<file path="config.mk">
export PLATFORM = sky130hd
export DESIGN_NAME = reset_sequencer
export DESIGN_NICKNAME = d
export VERILOG_FILES = /design/src/rtl/reset_sequencer.sv
export SDC_FILE = /design/constraint.sdc
export NUM_CORES = 1
export LEC_CHECK = 0
export ABC_AREA = 1
export CAP_MARGIN = 0
export CORE_MARGIN = 1.5
export CORE_UTILIZATION = 60
export DETAILED_ROUTE_END_ITERATION = 8
export PLACE_DENSITY = 0.78
export SLEW_MARGIN = 20
export SYNTH_ARGS = -nofsm -noshare
export SYNTH_HDL_FRONTEND = slang
export SYNTH_SLANG_ARGS = --single-unit
</file>
<file path="constraint.sdc">
create_clock -name Clk -period 1.81 [get_ports Clk]
set_input_delay 0.181 -clock Clk [delete_from_list [all_inputs] [get_ports Clk]]
set_output_delay 0.181 -clock Clk [all_outputs]
set_load 0.1 [all_outputs]
</file>
<file path="src/rtl/reset_sequencer.sv">
// Staged reset release: a hold interval, then one channel per stagger interval.
// Restarts on a debounced button press or a software request.
module reset_sequencer #(
    parameter int unsigned COUNT_WIDTH     = 23,
    parameter int unsigned STAGGER_WIDTH   = 16,
    parameter int unsigned CHANNELS        = 4,
    parameter int unsigned DEBOUNCE_CYCLES = 1000000
) (
    input  logic                Clk,
    input  logic                nReset,
    input  logic                BTNS,
    input  logic                SoftReq,
    output logic [CHANNELS-1:0] Reset,
    output logic                Ready,
    output logic [1:0]          Cause
);

    localparam int unsigned DEB_WIDTH = $clog2(DEBOUNCE_CYCLES + 1);
    localparam int unsigned IDX_WIDTH = (CHANNELS > 1) ? $clog2(CHANNELS) : 1;
    localparam logic [DEB_WIDTH-1:0] DEB_MAX = DEB_WIDTH'(DEBOUNCE_CYCLES);
    localparam logic [DEB_WIDTH-1:0] DEB_ARM = DEB_WIDTH'(DEBOUNCE_CYCLES - 1);
    localparam logic [IDX_WIDTH-1:0] LAST_CHAN = IDX_WIDTH'(CHANNELS - 1);

    typedef enum logic [1:0] {
        HOLD,
        RELEASE,
        RUN
    } state_t;

    state_t                   state;
    logic                     btn_meta;
    logic                     btn_sync;
    logic [DEB_WIDTH-1:0]     deb_cnt;
    logic                     btn_req;
    logic                     any_req;
    logic [COUNT_WIDTH-1:0]   hold_cnt;
    logic [STAGGER_WIDTH-1:0] stag_cnt;
    logic [IDX_WIDTH-1:0]     chan;

    always_ff @(posedge Clk or negedge nReset) begin
        if (!nReset) begin
            btn_meta <= 1'b0;
            btn_sync <= 1'b0;
            deb_cnt  <= '0;
        end else begin
            btn_meta <= BTNS;
            btn_sync <= btn_meta;
            if (!btn_sync) begin
                deb_cnt <= '0;
            end else if (deb_cnt < DEB_MAX) begin
                deb_cnt <= deb_cnt + 1'b1;
            end
        end
    end

    // Looks one count ahead so the restart lands on the edge the count reaches the threshold.
    assign btn_req = btn_sync && (deb_cnt >= DEB_ARM);
    assign any_req = btn_req || SoftReq;

    always_ff @(posedge Clk or negedge nReset) begin
        if (!nReset) begin
            state    <= HOLD;
            Reset    <= '1;
            Ready    <= 1'b0;
            Cause    <= 2'd0;
            hold_cnt <= '0;
            stag_cnt <= '0;
            chan     <= '0;
        end else if (any_req) begin
            state    <= HOLD;
            Reset    <= '1;
            Ready    <= 1'b0;
            Cause    <= btn_req ? 2'd1 : 2'd2;
            hold_cnt <= '0;
            stag_cnt <= '0;
            chan     <= '0;
        end else begin
            unique case (state)
                HOLD: begin
                    if (hold_cnt == '1) begin
                        Reset[0] <= 1'b0;
                        stag_cnt <= '0;
                        if (CHANNELS == 1) begin
                            state <= RUN;
                            Ready <= 1'b1;
                        end else begin
                            state <= RELEASE;
                            chan  <= IDX_WIDTH'(1);
                        end
                    end else begin
                        hold_cnt <= hold_cnt + 1'b1;
                    end
                end
                RELEASE: begin
                    if (stag_cnt == '1) begin
                        Reset    <= Reset & ~(CHANNELS'(1) << chan);
                        stag_cnt <= '0;
                        if (chan == LAST_CHAN) begin
                            state <= RUN;
                            Ready <= 1'b1;
                        end else begin
                            chan <= chan + 1'b1;
                        end
                    end else begin
                        stag_cnt <= stag_cnt + 1'b1;
                    end
                end
                RUN: begin
                end
                default: begin
                    state <= HOLD;
                end
            endcase
        end
    end

endmodule

</file>
==> flow_summary_export.csv, run 1 <==
group,metric,value,unit
placed_design,gp_congestion,0.928,
timing,worst_pin_slew,412,ps
layout,layout.nets,613,
synth,syn_area,4130,sq um
drt,totalWireLength,11.0,mm
synth,synth_edf_count,0,
setup_path,worstRegToRegCells,13,
setup_path,worstSetupEndpoint,"chan[0]",
clock_tree,clock_sinks,72,
layout,num_antenna_cells,0,
floorplanning,start_util,61.5,%
layout,mostFrequentLayoutCells,"nand2_1, dfrtp_1, inv_1",
pwr,power,4.50,mW
clock_tree,clk_pin_slew,80,ps
drt,drt_iter0_drc,293,
setup_path,worstPathRequired,2040,ps
setup_path,crit_path_end_kind,"flop",
run_status,violations,"setup timing",
setup_path,worstSetupStartpoint,"deb_cnt[1]",
drt,post_drt_wl_per_cell,16.0,um
synth,syn_inst,536,
layout,drive_gt1_share,23.6,%
pwr,power_density,863,nW/um^2
synth,synthArstFlopShare,100,%
layout,stdcell_count,687,
clock_tree,cts-htree-levels,3,
timing,setup_slack,-36.5,ps
timing,fmax,0.542,GHz
drt,ant_nets,0,
layout,areaGrowthSynthToFinish,26.1,%
setup_path,crit_fanout,7,
global_routing,grt_max_degree,46,
drt,avgViaCountPerCell,5.85,
floorplanning,boundaryPins,11,
timing,rsz0062_at_grt,"true",
timing,report.final.slew_viol_count,0,
synth,yosysTopAreaCell,"dfrtp_1",
drt,drc,0,
global_routing,grt_pass1_wl,16.3,mm
placed_design,post-dp-hpwl,6.92,mm
layout,layout_commonest_cell,"nand2_1",
synth,synth-warning-count,0,
synth,synth.top_cell.area_share,41.2,%
layout,fillers,438,
drt,drtPass1Iterations,8,
synth,syn_avg_cell_area,7.71,sq um
worst_hold_path,hold_path.class,"in2reg",
floorplanning,die_height,86.0,um
pwr,ir_drop,1150,uV
drt,dr_total_vias,4017,
timing,period_minus_slack,1850,ps
setup_path,crit_type,"reg2reg",
global_routing,first_global_vias,3629,
run,drv_cap,0,
setup_path,cp.arrival,2080,ps
synth,synth_top_flop_cell,"dfrtp_1",
layout,seqCellArea,1810,sq um
floorplanning,die_x,86.0,um
clock_tree,cts_buffers,9,
timing,post-route-period-util,102,%
timing,finalHoldViolations,0,
placed_design,dp_slack,-49.3,ps
setup_path,start_kind,"flop",
clock_tree,clk_latency,340,ps
timing,finalSetupViolCount,11,
synth,synth_fp_nets,547,
layout,multi_input_area,2230,sq um
synth,ys_seq_area_share,43.7,%
clock_tree,cts_tree,"yes",
floorplanning,die-area,7400,sq um
timing,maxSlewHeadroom,72.5,%
global_routing,grt_use_total,27.8,%
floorplanning,placementRows,30,
clock_tree,clock_path_buffers,2,
setup_path,reg2reg_to,"chan[0]",
synth,synth_area_leaders,"dfrtp_1, nand2_1, inv_1",
synth,synth-seq-cells,72,
global_routing,antenna_found_initial,0,
synth,ys_types,41,
placed_design,numPortBuffers,10,
global_routing,overflow,0,
floorplanning,core-area,6720,sq um
setup_path,r2r_slack,-40,ps
setup_path,r2r-start,"deb_cnt[1]",
placed_design,dp.cells,652,
timing,clock_skew,8.47,ps
timing,whs,282,ps
pwr,leakagePower,2.35,nW
run_status,status,"finished with violations",
clock_tree,cts-root-buf,"clkbuf_8",
==> cells in the mapped netlist, drive strengths merged (3+ instances only) <==
cell	n
nand2	124
inv	69
dfrtp	68
nor2	67
nand3	48
o21ai	31
nor3	24
xor2	19
a21oi	17
nand4	17
o22ai	11
buf	7
ha	7
dfstp	4
nand3b	3
nor3b	3
o21a	3
==> per-stage QoR <==
| stage | utilization [%] | area, sq um | TNS [ps] |
|---|---|---|---|
| final | 77.6 | 5210 | -232 |
| after global routing | 77.6 | 5210 | -2840 |
| after CTS | 72.2 | 4850 | 0 |
| after detailed placement | 68.5 | 4600 | -354 |
| after global placement | 68.5 | 4600 | -34.7 |
| after floorplan | - | 4130 | 0 |
==> what timing repair did <==
action | in CTS | in global routing
pin swaps | 4 | 9
gates cloned | 0 | 2
resized for setup | 6 | 56
hold buffers | 1 | 0
setup endpoints to repair | 24 | 43
buffers inserted | 4 | 12
endpoints found under the hold margin | 23 | 0
==> worst min path at each step <==
| stage | from | end | slack (ps) | depth (start not counted) |
|---|---|---|---|---|
| after global placement | nReset | deb_cnt[12] | 130 | 1 |
| after global routing | BTNS | btn_meta | 260 | 1 |
| after CTS | BTNS | btn_meta | 280 | 1 |
| after detailed placement | nReset | deb_cnt[12] | 130 | 1 |
| final | BTNS | btn_meta | 280 | 1 |
| after floorplan | nReset | Cause[0] | -110 | 0 |
==> flip-flops by register name, indices dropped and copies added, names as in the netlist <==
register / cells
btn_sync: 1
Cause: 2
deb_cnt: 20
Reset: 4
Ready: 1
hold_cnt: 23
chan: 2
stag_cnt: 16
btn_meta: 1
state: 2
==> per-layer routing <==
layer  wire length, um  GRT usage, %  share of wire (%)
met1              4640          40.1                 42
met2              5360          43.1                 49
met3               757          4.14                6.9
met4               244          9.53                2.2
met5                 0             0                  0
==> cells by family (layout without fill, tap and decap cells) <==
logic type      Yosys count  after routing  synth area share, %
simple gates            290            290                 33.1
buf+inv                  78            149                 7.54
flops                    72             72                 43.7
compound gates           68             68                 9.14
xor+xnor                 21             21                 4.45
fa+ha+maj                 7              7                 2.12
==> critical path, stage by stage (launching register included) <==
cell	delay, ps
dfrtp_1	420
ha_4	170
nand2_4	60
nor2_4	140
inv_1	60
nor2_1	80
nand3_1	110
nand3_4	160
clkinv_8	100
nand2_8	100
buf_12	130
nand3_4	80
nand2_2	70
nand2_1	50
==> report_power, final <==
part           total (mW)  internal (mW)  switching, mW  leakage (nW)
logic                1.36          0.505          0.857          1.27
clock network        1.28          0.670          0.608         0.100
registers            1.86           1.72          0.136         0.973
==> area by class of cell <==
cell class / instances / share of cell area (%)
Inverter: 69 / 5.30
Sequential cell: 72 / 34.7
Tap cell: 80 / 1.92
Clock inverter: 4 / 0.864
Clock buffer: 12 / 2.78
Multi-Input combinational cell: 386 / 42.8
Timing Repair Buffer: 64 / 11.7
(Power assumes the default switching activity.)
==> run 2: changes to the inputs <==
--- a/config.mk
+++ b/config.mk
@@ -11,6 +11,7 @@
 export CORE_UTILIZATION = 60
 export DETAILED_ROUTE_END_ITERATION = 8
 export PLACE_DENSITY = 0.78
+export SKIP_CTS_REPAIR_TIMING = 1
 export SLEW_MARGIN = 20
 export SYNTH_ARGS = -nofsm -noshare
 export SYNTH_HDL_FRONTEND = slang
==> run 2 against run 1 <==
Compared with the run above: the run still ends with setup timing left; routed wire length fell by 4.2%; largest power group unchanged; non-clock buffer count did not move; combinational power barely moved.
==> flow_summary_export.csv, run 2 (synthesized netlist as in run 1, its figures left out) <==
group,metric,value,unit
global_routing,antenna_found_initial,0,
timing,clock_skew,8.77,ps
global_routing,first_global_vias,3591,
setup_path,reg2reg_to,"stag_cnt[13]",
global_routing,overflow,0,
timing,finalHoldViolations,0,
timing,worst_pin_slew,386,ps
layout,largest_register,"hold_cnt",
global_routing,grt_use_total,27.5,%
clock_tree,cts_tree,"yes",
timing,report.final.slew_viol_count,0,
clock_tree,clock_sinks,72,
timing,rsz0062_at_grt,"true",
timing,tns,-314,ps
setup_path,r2r-start,"deb_cnt[13]",
layout,largest_reg_flops,23,
worst_hold_path,hold_path.class,"in2reg",
worst_hold_path,min_path_cells,1,
run_status,violations,"setup timing",
floorplanning,placementRows,30,
setup_path,cp.arrival,2060,ps
timing,whs,287,ps
clock_tree,cts_buffers,9,
drt,dr_total_vias,3976,
global_routing,grt_pass1_wl,16.1,mm
layout,fin_util,76.7,%
placed_design,gp_congestion,0.928,
drt,drt_iter0_drc,259,
drt,ant_nets,0,
placed_design,numPortBuffers,10,
clock_tree,cts-root-buf,"clkbuf_8",
layout,num_antenna_cells,0,
setup_path,crit_type,"reg2reg",
worst_hold_path,whs_endpoint,"btn_meta",
floorplanning,die_x,86.0,um
setup_path,start_kind,"flop",
timing,maxSlewHeadroom,74.1,%
run,drv_cap,0,
setup_path,worstRegToRegCells,13,
clock_tree,clock_path_buffers,2,
drt,drtPass1Iterations,5,
clock_tree,cts-htree-levels,3,
timing,finalSetupViolCount,13,
layout,drive_gt1_share,21.9,%
floorplanning,die_height,86.0,um
worst_hold_path,min_from,"BTNS",
drt,totalWireLength,10.5,mm
drt,drc,0,
setup_path,r2r_slack,-40,ps
setup_path,crit_fanout,6,
floorplanning,core-area,6720,sq um
layout,reg.largest.list,"hold_cnt (23), deb_cnt (20), stag_cnt (16)",
pwr,power,4.45,mW
pwr,leakagePower,2.33,nW
floorplanning,boundaryPins,11,
drt,avgViaCountPerCell,5.79,
layout,layout.nets,613,
layout,areaGrowthSynthToFinish,24.6,%
timing,post-route-period-util,102,%
drt,post_drt_wl_per_cell,15.3,um
clock_tree,clk_latency,340,ps
floorplanning,die-area,7400,sq um
placed_design,post-dp-hpwl,6.92,mm
setup_path,worstPathRequired,2020,ps
pwr,power_density,863,nW/um^2
clock_tree,clk_pin_slew,80,ps
run_status,status,"finished with violations",
timing,period_minus_slack,1850,ps
layout,mostFrequentLayoutCells,"nand2_1, dfrtp_1, inv_1",
layout,layout_commonest_cell,"nand2_1",
pwr,ir_drop,1150,uV
timing,fmax,0.540,GHz
global_routing,grt_max_degree,46,
timing,setup_slack,-43.0,ps
setup_path,crit_path_end_kind,"flop",
floorplanning,start_util,61.5,%
==> run 2: critical path: stages, from the launching register on <==
cell      delay [ps]
dfrtp_1          410
nor2_2           170
nand2_2           80
nor2_4           140
nand2_2           90
nand2_4          110
nand2_4           70
nand3_4          140
clkinv_8         100
nand2_8          100
buf_12           130
inv_4             50
nand2_1           60
o21ai_1           70
==> run 2: stage by stage <==
| stage | instances | area [sq um] | setup slack, ps |
|---|---|---|---|
| 2_1_floorplan | 536 | 4130 | 129 |
| 3_3_place_gp | 652 | 4600 | -26.2 |
| 3_5_place_dp | 652 | 4600 | -49.3 |
| 4_1_cts | 668 | 4790 | -87.7 |
| 5_1_grt | 687 | 5150 | -129 |
| 6_report | 687 | 5150 | -43.0 |
==> run 2: how the worst max path moves through the flow <==
stage | from | depth (start not counted) | slack (ps) | endpoint
after floorplan | stag_cnt[0] | 8 | 130 | Ready
final | deb_cnt[13] | 13 | -40 | stag_cnt[13]
after CTS | deb_cnt[0] | 11 | -90 | hold_cnt[14]
after global placement | deb_cnt[0] | 13 | -30 | state[0]
after detailed placement | deb_cnt[0] | 11 | -50 | hold_cnt[14]
after global routing | deb_cnt[13] | 13 | -130 | chan[1]
==> run 2: final cells by class <==
cell class | count | area (sq um)
tap | 80 | 100
multi-input combinational | 386 | 2170
inverter | 69 | 277
fill | 452 | 1570
sequential | 72 | 1810
clock buffer | 12 | 145
clock inverter | 4 | 45.0
timing repair buffer | 64 | 611
==> run 2: report_power, final <==
group	internal [mW]	switching (mW)	total [mW]
Combinational	0.500	0.840	1.34
Sequential	1.72	0.130	1.85
Clock	0.669	0.584	1.25
==> run 2: routing by layer <==
| layer | wire length, um | global-route usage [%] | up-vias |
|---|---|---|---|
| li1 | - | - | 1908 |
| met1 | 4680 | 39.7 | 1875 |
| met2 | 4930 | 42.4 | 173 |
| met3 | 753 | 4.23 | 20 |
| met4 | 178 | 9.53 | 0 |
| met5 | 0 | 0 | - |
